[src/rtl/cpu_pkg.sv]
// Shared fetch-stage types and default constants.
// Redirect encoding plus reset/exception vectors.
package cpu_pkg;

  typedef enum logic [2:0] {
    REDIR_NONE,
    REDIR_BR,
    REDIR_JAL,
    REDIR_JR,
    REDIR_ERET,
    REDIR_EXC
  } redir_e;

  localparam logic [31:0] DEF_RESET_PC = 32'h0000_3000;
  localparam logic [31:0] DEF_EXC_VEC  = 32'h0000_4180;

endpackage

[src/rtl/pc_gen_if.sv]
// Decode/hazard side bundle for the PC generator.
// Master drives requests, slave returns fetch PC and RAS state.
interface pc_gen_if #(
  parameter int WIDTH = 32,
  parameter int CNT_W = 16
);
  logic             stall;
  logic [WIDTH-1:0] br_pc;
  logic             br_req;
  logic [15:0]      br_off;
  logic             jal_req;
  logic [25:0]      j_index;
  logic             jr_req;
  logic             jr_is_ra;
  logic [WIDTH-1:0] jr_target;
  logic             exc_req;
  logic             eret_req;
  logic [WIDTH-1:0] epc;
  logic [WIDTH-1:0] pc;
  logic [WIDTH-1:0] pc4;
  logic [WIDTH-1:0] link_addr;
  logic             pend_vld;
  logic [WIDTH-1:0] ras_top;
  logic             ras_empty;
  logic [CNT_W-1:0] ras_miss_cnt;

  modport master (
    output stall, br_pc, br_req, br_off,
    output jal_req, j_index, jr_req,
    output jr_is_ra, jr_target,
    output exc_req, eret_req, epc,
    input  pc, pc4, link_addr, pend_vld,
    input  ras_top, ras_empty, ras_miss_cnt
  );

  modport slave (
    input  stall, br_pc, br_req, br_off,
    input  jal_req, j_index, jr_req,
    input  jr_is_ra, jr_target,
    input  exc_req, eret_req, epc,
    output pc, pc4, link_addr, pend_vld,
    output ras_top, ras_empty, ras_miss_cnt
  );
endinterface

[src/rtl/ras_stack.sv]
// Circular return-address stack.
// Push when full overwrites the oldest entry.
module ras_stack #(
  parameter int WIDTH     = 32,
  parameter int RAS_DEPTH = 4
) (
  input  logic             clk,
  input  logic             reset_n,
  input  logic             push,
  input  logic             pop,
  input  logic [WIDTH-1:0] push_data,
  output logic [WIDTH-1:0] top,
  output logic             empty
);
  localparam int PW = $clog2(RAS_DEPTH);
  localparam int CW = PW + 1;

  logic [WIDTH-1:0] mem [RAS_DEPTH];
  logic [PW-1:0]    ptr;
  logic [CW-1:0]    cnt;
  logic [PW-1:0]    tptr;

  assign tptr  = ptr - PW'(1);
  assign empty = (cnt == '0);
  assign top   = empty ? '0 : mem[tptr];

  always_ff @(posedge clk) begin
    if (!reset_n) begin
      ptr <= '0;
      cnt <= '0;
    end else if (push) begin
      mem[ptr] <= push_data;
      ptr      <= ptr + PW'(1);
      if (cnt != CW'(RAS_DEPTH))
        cnt <= cnt + CW'(1);
    end else if (pop && !empty) begin
      ptr <= tptr;
      cnt <= cnt - CW'(1);
    end
  end
endmodule

[src/rtl/pc_gen.sv]
// Fetch PC register with redirect select, stall-held
// pending redirect, RAS and jr-$ra miss counter.
module pc_gen
  import cpu_pkg::*;
#(
  parameter int          WIDTH     = 32,
  parameter logic [31:0] RESET_PC  = DEF_RESET_PC,
  parameter logic [31:0] EXC_VEC   = DEF_EXC_VEC,
  parameter int          RAS_DEPTH = 4,
  parameter int          CNT_W     = 16
) (
  input logic    clk,
  input logic    reset_n,
  pc_gen_if.slave bus
);
  localparam logic [WIDTH-1:0] RST_PC = WIDTH'(RESET_PC);
  localparam logic [WIDTH-1:0] EXC_PC = WIDTH'(EXC_VEC);

  redir_e           sel;
  logic [WIDTH-1:0] tgt;
  logic [WIDTH-1:0] pc_q;
  logic [WIDTH-1:0] pend_pc;
  logic             pend_q;
  logic [CNT_W-1:0] miss_q;
  logic [WIDTH-1:0] boff;
  logic             push;
  logic             pop;
  logic [WIDTH-1:0] top;
  logic             empty;

  always_comb begin
    sel = REDIR_NONE;
    if (bus.exc_req)       sel = REDIR_EXC;
    else if (bus.eret_req) sel = REDIR_ERET;
    else if (bus.jr_req)   sel = REDIR_JR;
    else if (bus.jal_req)  sel = REDIR_JAL;
    else if (bus.br_req)   sel = REDIR_BR;
  end

  assign boff = {{(WIDTH-18){bus.br_off[15]}},
                 bus.br_off, 2'b00};

  always_comb begin
    tgt = '0;
    unique case (sel)
      REDIR_EXC:  tgt = EXC_PC;
      REDIR_ERET: tgt = bus.epc;
      REDIR_JR:   tgt = bus.jr_target;
      REDIR_JAL:  tgt = {bus.br_pc[WIDTH-1:28],
                         bus.j_index, 2'b00};
      REDIR_BR:   tgt = bus.link_addr + boff;
      default:    tgt = '0;
    endcase
  end

  always_ff @(posedge clk) begin
    if (!reset_n) begin
      pc_q    <= RST_PC;
      pend_q  <= 1'b0;
      pend_pc <= '0;
    end else if (sel == REDIR_EXC) begin
      pc_q   <= EXC_PC;
      pend_q <= 1'b0;
    end else if (sel != REDIR_NONE) begin
      if (!bus.stall) begin
        pc_q   <= tgt;
        pend_q <= 1'b0;
      end else begin
        pend_pc <= tgt;
        pend_q  <= 1'b1;
      end
    end else if (!bus.stall) begin
      if (pend_q) begin
        pc_q   <= pend_pc;
        pend_q <= 1'b0;
      end else begin
        pc_q <= pc_q + WIDTH'(4);
      end
    end
  end

  // RAS follows the request pulse even while stalled
  assign push = (sel == REDIR_JAL);
  assign pop  = (sel == REDIR_JR) && bus.jr_is_ra;

  always_ff @(posedge clk) begin
    if (!reset_n)
      miss_q <= '0;
    else if (pop && (empty || top != bus.jr_target)
             && miss_q != '1)
      miss_q <= miss_q + CNT_W'(1);
  end

  ras_stack #(
    .WIDTH     (WIDTH),
    .RAS_DEPTH (RAS_DEPTH)
  ) u_ras (
    .clk       (clk),
    .reset_n   (reset_n),
    .push      (push),
    .pop       (pop),
    .push_data (bus.link_addr),
    .top       (top),
    .empty     (empty)
  );

  assign bus.pc           = pc_q;
  assign bus.pc4          = pc_q + WIDTH'(4);
  assign bus.link_addr    = bus.br_pc + WIDTH'(4);
  assign bus.pend_vld     = pend_q;
  assign bus.ras_top      = top;
  assign bus.ras_empty    = empty;
  assign bus.ras_miss_cnt = miss_q;
endmodule
[src/flat_wrapper.sv]
// flat-port wrapper written by rule: the top's interface ports become plain ports
module pc_gen_flat import cpu_pkg::*;
#(
  parameter int          WIDTH     = 32,
  parameter logic [31:0] RESET_PC  = DEF_RESET_PC,
  parameter logic [31:0] EXC_VEC   = DEF_EXC_VEC,
  parameter int          RAS_DEPTH = 4,
  parameter int          CNT_W     = 16
)
  (clk, reset_n, bus_stall, bus_br_pc, bus_br_req, bus_br_off, bus_jal_req, bus_j_index, bus_jr_req, bus_jr_is_ra, bus_jr_target, bus_exc_req, bus_eret_req, bus_epc, bus_pc, bus_pc4, bus_link_addr, bus_pend_vld, bus_ras_top, bus_ras_empty, bus_ras_miss_cnt);
  pc_gen_if #(.WIDTH(WIDTH), .CNT_W(CNT_W)) bus_i ();
  input logic clk;
  input logic reset_n;
  input wire logic [$bits(bus_i.stall)-1:0] bus_stall;
  input wire logic [$bits(bus_i.br_pc)-1:0] bus_br_pc;
  input wire logic [$bits(bus_i.br_req)-1:0] bus_br_req;
  input wire logic [$bits(bus_i.br_off)-1:0] bus_br_off;
  input wire logic [$bits(bus_i.jal_req)-1:0] bus_jal_req;
  input wire logic [$bits(bus_i.j_index)-1:0] bus_j_index;
  input wire logic [$bits(bus_i.jr_req)-1:0] bus_jr_req;
  input wire logic [$bits(bus_i.jr_is_ra)-1:0] bus_jr_is_ra;
  input wire logic [$bits(bus_i.jr_target)-1:0] bus_jr_target;
  input wire logic [$bits(bus_i.exc_req)-1:0] bus_exc_req;
  input wire logic [$bits(bus_i.eret_req)-1:0] bus_eret_req;
  input wire logic [$bits(bus_i.epc)-1:0] bus_epc;
  output wire logic [$bits(bus_i.pc)-1:0] bus_pc;
  output wire logic [$bits(bus_i.pc4)-1:0] bus_pc4;
  output wire logic [$bits(bus_i.link_addr)-1:0] bus_link_addr;
  output wire logic [$bits(bus_i.pend_vld)-1:0] bus_pend_vld;
  output wire logic [$bits(bus_i.ras_top)-1:0] bus_ras_top;
  output wire logic [$bits(bus_i.ras_empty)-1:0] bus_ras_empty;
  output wire logic [$bits(bus_i.ras_miss_cnt)-1:0] bus_ras_miss_cnt;
  assign bus_i.stall = bus_stall;
  assign bus_i.br_pc = bus_br_pc;
  assign bus_i.br_req = bus_br_req;
  assign bus_i.br_off = bus_br_off;
  assign bus_i.jal_req = bus_jal_req;
  assign bus_i.j_index = bus_j_index;
  assign bus_i.jr_req = bus_jr_req;
  assign bus_i.jr_is_ra = bus_jr_is_ra;
  assign bus_i.jr_target = bus_jr_target;
  assign bus_i.exc_req = bus_exc_req;
  assign bus_i.eret_req = bus_eret_req;
  assign bus_i.epc = bus_epc;
  assign bus_pc = bus_i.pc;
  assign bus_pc4 = bus_i.pc4;
  assign bus_link_addr = bus_i.link_addr;
  assign bus_pend_vld = bus_i.pend_vld;
  assign bus_ras_top = bus_i.ras_top;
  assign bus_ras_empty = bus_i.ras_empty;
  assign bus_ras_miss_cnt = bus_i.ras_miss_cnt;
  pc_gen #(.WIDTH(WIDTH), .RESET_PC(RESET_PC), .EXC_VEC(EXC_VEC), .RAS_DEPTH(RAS_DEPTH), .CNT_W(CNT_W)) u_core (.clk(clk), .reset_n(reset_n), .bus(bus_i));
endmodule
[config.mk]
export PLATFORM = sky130hd
export DESIGN_NAME = pc_gen_flat
export DESIGN_NICKNAME = d
export VERILOG_FILES = /design/src/rtl/cpu_pkg.sv /design/src/rtl/pc_gen_if.sv /design/src/rtl/ras_stack.sv /design/src/rtl/pc_gen.sv /design/src/flat_wrapper.sv
export SDC_FILE = /design/constraint.sdc
export NUM_CORES = 1
export LEC_CHECK = 0
export CAP_MARGIN = 40
export CELL_PAD_IN_SITES_DETAIL_PLACEMENT = 0
export CELL_PAD_IN_SITES_GLOBAL_PLACEMENT = 1
export CORE_UTILIZATION = 39
export DETAILED_ROUTE_END_ITERATION = 12
export GPL_ROUTABILITY_DRIVEN = 0
export PLACE_DENSITY_LB_ADDON = 0.25
export SYNTH_ARGS = -nofsm -noshare
export SYNTH_HDL_FRONTEND = slang
export SYNTH_SLANG_ARGS = --single-unit
export TNS_END_PERCENT = 30
[constraint.sdc]
create_clock -name clk -period 5.8 [get_ports clk]
set_clock_uncertainty 0.1 [all_clocks]
set_input_delay 0.87 -clock clk [delete_from_list [all_inputs] [get_ports clk]]
set_output_delay 0.87 -clock clk [all_outputs]
set_load 0.005 [all_outputs]
==> results <==
- After layout, the worst path uses 89.9% of the clock period.
- Setup repair after global routing left no endpoint under its margin.
- The cell family contributing the most delay on the critical path is simple AND/OR/NAND/NOR gates.
- The maximum buffer depth of the clock tree is 3.
- The number of buffers and inverters on the critical path is 2.
- Synthesis produced 1226 cells.
- Along the worst path, the maximum fanout reaches 6.
- The count of antenna-violating nets left after detailed routing is 0.
- For this configuration, the core starts out at a cell density of 39.9%.
- The number of global-route vias before repair is 10800.
- The residual overflow from global routing is 0.
- The fraction of final layout cells with drive strength greater than 1 is between 8 and 9%.
- TritonCTS created 25 clock buffers.
- Summed over all failing endpoints, the final setup total negative slack is 0 ps.
- In this run the static leakage power is 5.99 nW.
- The design draws about 4 mW.
- In this run the tool buffered the top-level ports with 292 buffer cells.
- The flow ran to the end, and the final reports show no timing, DRC or antenna violations.
- The repair_antennas step left the layout with diodes totalling 0.
- The detailed-route DRC error count is 0.
- Post-CTS timing repair inserted 0 buffers for setup.
- The initial antenna violation count is 0.
- The average footprint of a synthesized cell is 10.3 sq um.
- The worst path needs 5220 ps of the cycle, external delays included.
- The via count is 11300.
- CTS saw 214 sinks.
- The area of the mapped netlist is around 0.013 sq mm.
- Counting flops with an async set or reset pin after synthesis yields a share of 0%.
- The largest individual stage delay along the critical path comes from the cell sky130_fd_sc_hd__clkdlybuf4s50_1.
- For this run, the post-layout net count is 1709.
- Sorting the synthesized cells by how often they occur yields 128 x sky130_fd_sc_hd__edfxtp_1, 88 x sky130_fd_sc_hd__nor2_1, 86 x sky130_fd_sc_hd__dfxtp_1.
- After synthesis, flip-flops and latches occupy 44.0% of the total area.
- For this block, the initial DRC count from the detailed router was 994.
- The power per cell area is 233 mW/mm^2.
- The number of rows created at floorplan is 65.
- At the later pin of the worst-skew pair, clock insertion delay measures 520 ps.
- Detailed placement ended at an HPWL of 33.1 mm.
- The setup slack after placement is 443 ps.
- The critical path goes through clkdlybuf4s50_1 > ha_1 > nand3_1 > nor2_1 > and3_1 > and2_1 > and3_1 > and2_1 > nand3_1 > xnor2_1 > clkdlybuf4s50_1.
- The data required time at the worst endpoint is 4830 ps.
- Post-CTS repair changed the size of 0 cells.
- The total count of max-transition violations in the final report is 0.
- The overall die height is 182 um.
- At the pin with the least slew margin, the transition time is 992 ps.
- The largest stage delay on the critical path is roughly 630 ps.
- Across the VDD grid, the largest voltage drop is 0.169 mV.
- The kind of start point of the critical path is an input pin.
- The root buffer cell chosen for the clock tree is sky130_fd_sc_hd__clkbuf_16.
- The count of synthesis-stage warnings from yosys is 0.
- The number of nets in the synthesized netlist is 1417.
- The total of hold buffers inserted after clock tree synthesis is 0.
- After layout, the worst setup slack is 584 ps.
- For this run, the leading register cell type out of synthesis is sky130_fd_sc_hd__edfxtp_1.
- The total die area is 0.0331 sq mm.
- Clock-pin slew was measured on the worst setup and hold paths at roughly 60 ps.
- The number of violations of the max-capacitance limit is 0.
- The category of the critical setup timing path is input pin to primary output.
- The largest net degree at the start of global routing is 49.
- 293 I/O pins were placed.
- The post-detailed-routing wire length is between 40 and 50 mm.
- The worst pin sits at a relative slew slack of around 34%.
- Synthesis inferred roughly 210 register bits.
- The count of H-tree levels built during CTS is 1.
- The count of final setup violators is 0.
- The placeable core region is ~0.032 sq mm.
- The first global-routing pass estimated 66.0 mm of wire.
- The path category of the worst min-delay check is flop to flop.
- For this run, the top clock speed supported by timing is 192 MHz.
- The leading cell type by number of instances after synthesis is sky130_fd_sc_hd__edfxtp_1.
- The share of the synthesized area in the top cell type is 30.4%.
- The count of endpoints failing hold in the final timing report is 0.
- Data arrives at the worst endpoint at 4250 ps.
- In the final routed layout, each cell accounts on average for about 23 um.
- Compared with the post-synthesis result, the final layout area differs by 33.4%.
- For this run, the detailed router's first-pass iteration total came to 7.
- The synthesized netlist contains 74 unique library cells.
- The total global routing track utilization is between 20% and 30%.
- Yosys attributes the largest share of cell area to sky130_fd_sc_hd__edfxtp_1 30%, sky130_fd_sc_hd__dfxtp_1 14%, sky130_fd_sc_hd__xnor2_1 4.3%, sky130_fd_sc_hd__ha_1 4.2%, sky130_fd_sc_hd__mux4_2 3.6%.
- The chip width is between 150 and 200 um.
- The count of flip-flops with a built-in enable after synthesis is 128.
- The number of vias per cell is between 5 and 6.
- The worst setup path is captured at a primary output.
- The post-synthesis cell type with the largest combined area is sky130_fd_sc_hd__edfxtp_1.
- TritonCTS built the clock tree.
==> report_power, final <==
| group | internal, mW | switching, mW | total, mW |
|---|---|---|---|
| Combinational | 0.371 | 0.402 | 0.773 |
| Clock | 0.882 | 0.608 | 1.49 |
| Sequential | 1.64 | 0.0243 | 1.67 |
| Total | 2.90 | 1.03 | 3.93 |
==> kinds of logic (layout without fill, tap and decap cells) <==
kind of cell             Yosys count  count (layout)  share of synthesized area (%)
adder cells (fa/ha/maj)           44              44                           4.47
multiplexers                      57              57                           7.50
buffers and inverters            102             411                           3.57
AND/OR/NAND/NOR                  377             377                           15.6
flip-flops                       214             214                           44.0
XOR/XNOR                         101             101                           7.00
AO/OA/AOI/OAI                    331             331                           17.8
==> layout make-up <==
type | count | area (sq um)
Fill cell | 2885 | 14800
Multi-Input combinational cell | 910 | 6650
Sequential cell | 214 | 5570
Timing Repair Buffer | 334 | 3260
Clock buffer | 33 | 656
Tap cell | 402 | 503
Inverter | 33 | 124
Clock inverter | 11 | 111
==> worst paths after layout <==
check | startpoint | to | slack, ps | cells after the start
max | bus_br_pc[2] | bus_link_addr[30] | 580 | 11
max reg2reg | u_core.u_ras.ptr[0] | u_core.bus.ras_miss_cnt[1] | 1910 | 12
min reg2reg | u_core.bus.ras_miss_cnt[11] | u_core.bus.ras_miss_cnt[11] | 390 | 2
min | u_core.bus.ras_miss_cnt[11] | u_core.bus.ras_miss_cnt[11] | 390 | 2
==> placed cells by master (no fill, tap or decap), types with 25 or more instances in the layout <==
cell type	n
sky130_fd_sc_hd__a21oi_1	69
sky130_fd_sc_hd__a222oi_1	32
sky130_fd_sc_hd__and2_1	39
sky130_fd_sc_hd__and3_1	31
sky130_fd_sc_hd__buf_4	40
sky130_fd_sc_hd__clkbuf_16	25
sky130_fd_sc_hd__clkdlybuf4s50_1	292
sky130_fd_sc_hd__dfxtp_1	84
sky130_fd_sc_hd__edfxtp_1	128
sky130_fd_sc_hd__ha_1	42
sky130_fd_sc_hd__inv_1	32
sky130_fd_sc_hd__nand2_1	72
sky130_fd_sc_hd__nand3_1	54
sky130_fd_sc_hd__nor2_1	88
sky130_fd_sc_hd__o21ai_0	77
sky130_fd_sc_hd__xnor2_1	62
sky130_fd_sc_hd__xor2_1	39
==> through the flow <==
stage | hold WS, ps | cell area [sq um] | util [%] | instances
2_1_floorplan | 352 | 12600 | - | 1226
3_3_place_gp | 372 | 16100 | 50.7 | 1892
3_5_place_dp | 387 | 16100 | 50.8 | 1893
4_1_cts | 396 | 16900 | 53.2 | 1937
5_1_grt | 410 | 16900 | 53.2 | 1937
6_report | 394 | 16900 | 53.2 | 1937
==> routing by layer <==
metal	track usage, %	part of all wire (%)	up-vias
met5	0	0	-
met4	9.55	3.7	0
met3	3.87	7.2	64
met2	44.3	48	468
met1	33.9	41	5430
li1	-	-	5292
==> flip-flops by register name, summed over array words and instances, names as in the netlist, named ones only <==
name                     count
u_core.bus.pc               30
u_core.bus.pend_vld          1
u_core.bus.ras_miss_cnt     16
u_core.pend_pc              32
u_core.u_ras.cnt             3
u_core.u_ras.mem           128
u_core.u_ras.ptr             2
==> worst reg2reg max path, cell delays in order, from the launching register on <==
cell and delay (ps):
sky130_fd_sc_hd__dfxtp_2 330, sky130_fd_sc_hd__inv_1 220, sky130_fd_sc_hd__ha_1 410, sky130_fd_sc_hd__buf_4 490
sky130_fd_sc_hd__mux4_1 490, sky130_fd_sc_hd__nor3b_1 220, sky130_fd_sc_hd__a32oi_1 80, sky130_fd_sc_hd__a32o_1 310
sky130_fd_sc_hd__nor4_4 340, sky130_fd_sc_hd__nand4b_4 250, sky130_fd_sc_hd__nand2b_4 270, sky130_fd_sc_hd__mux2i_1 210
sky130_fd_sc_hd__nor2_1 50
Power figures use the tool's default switching activity.
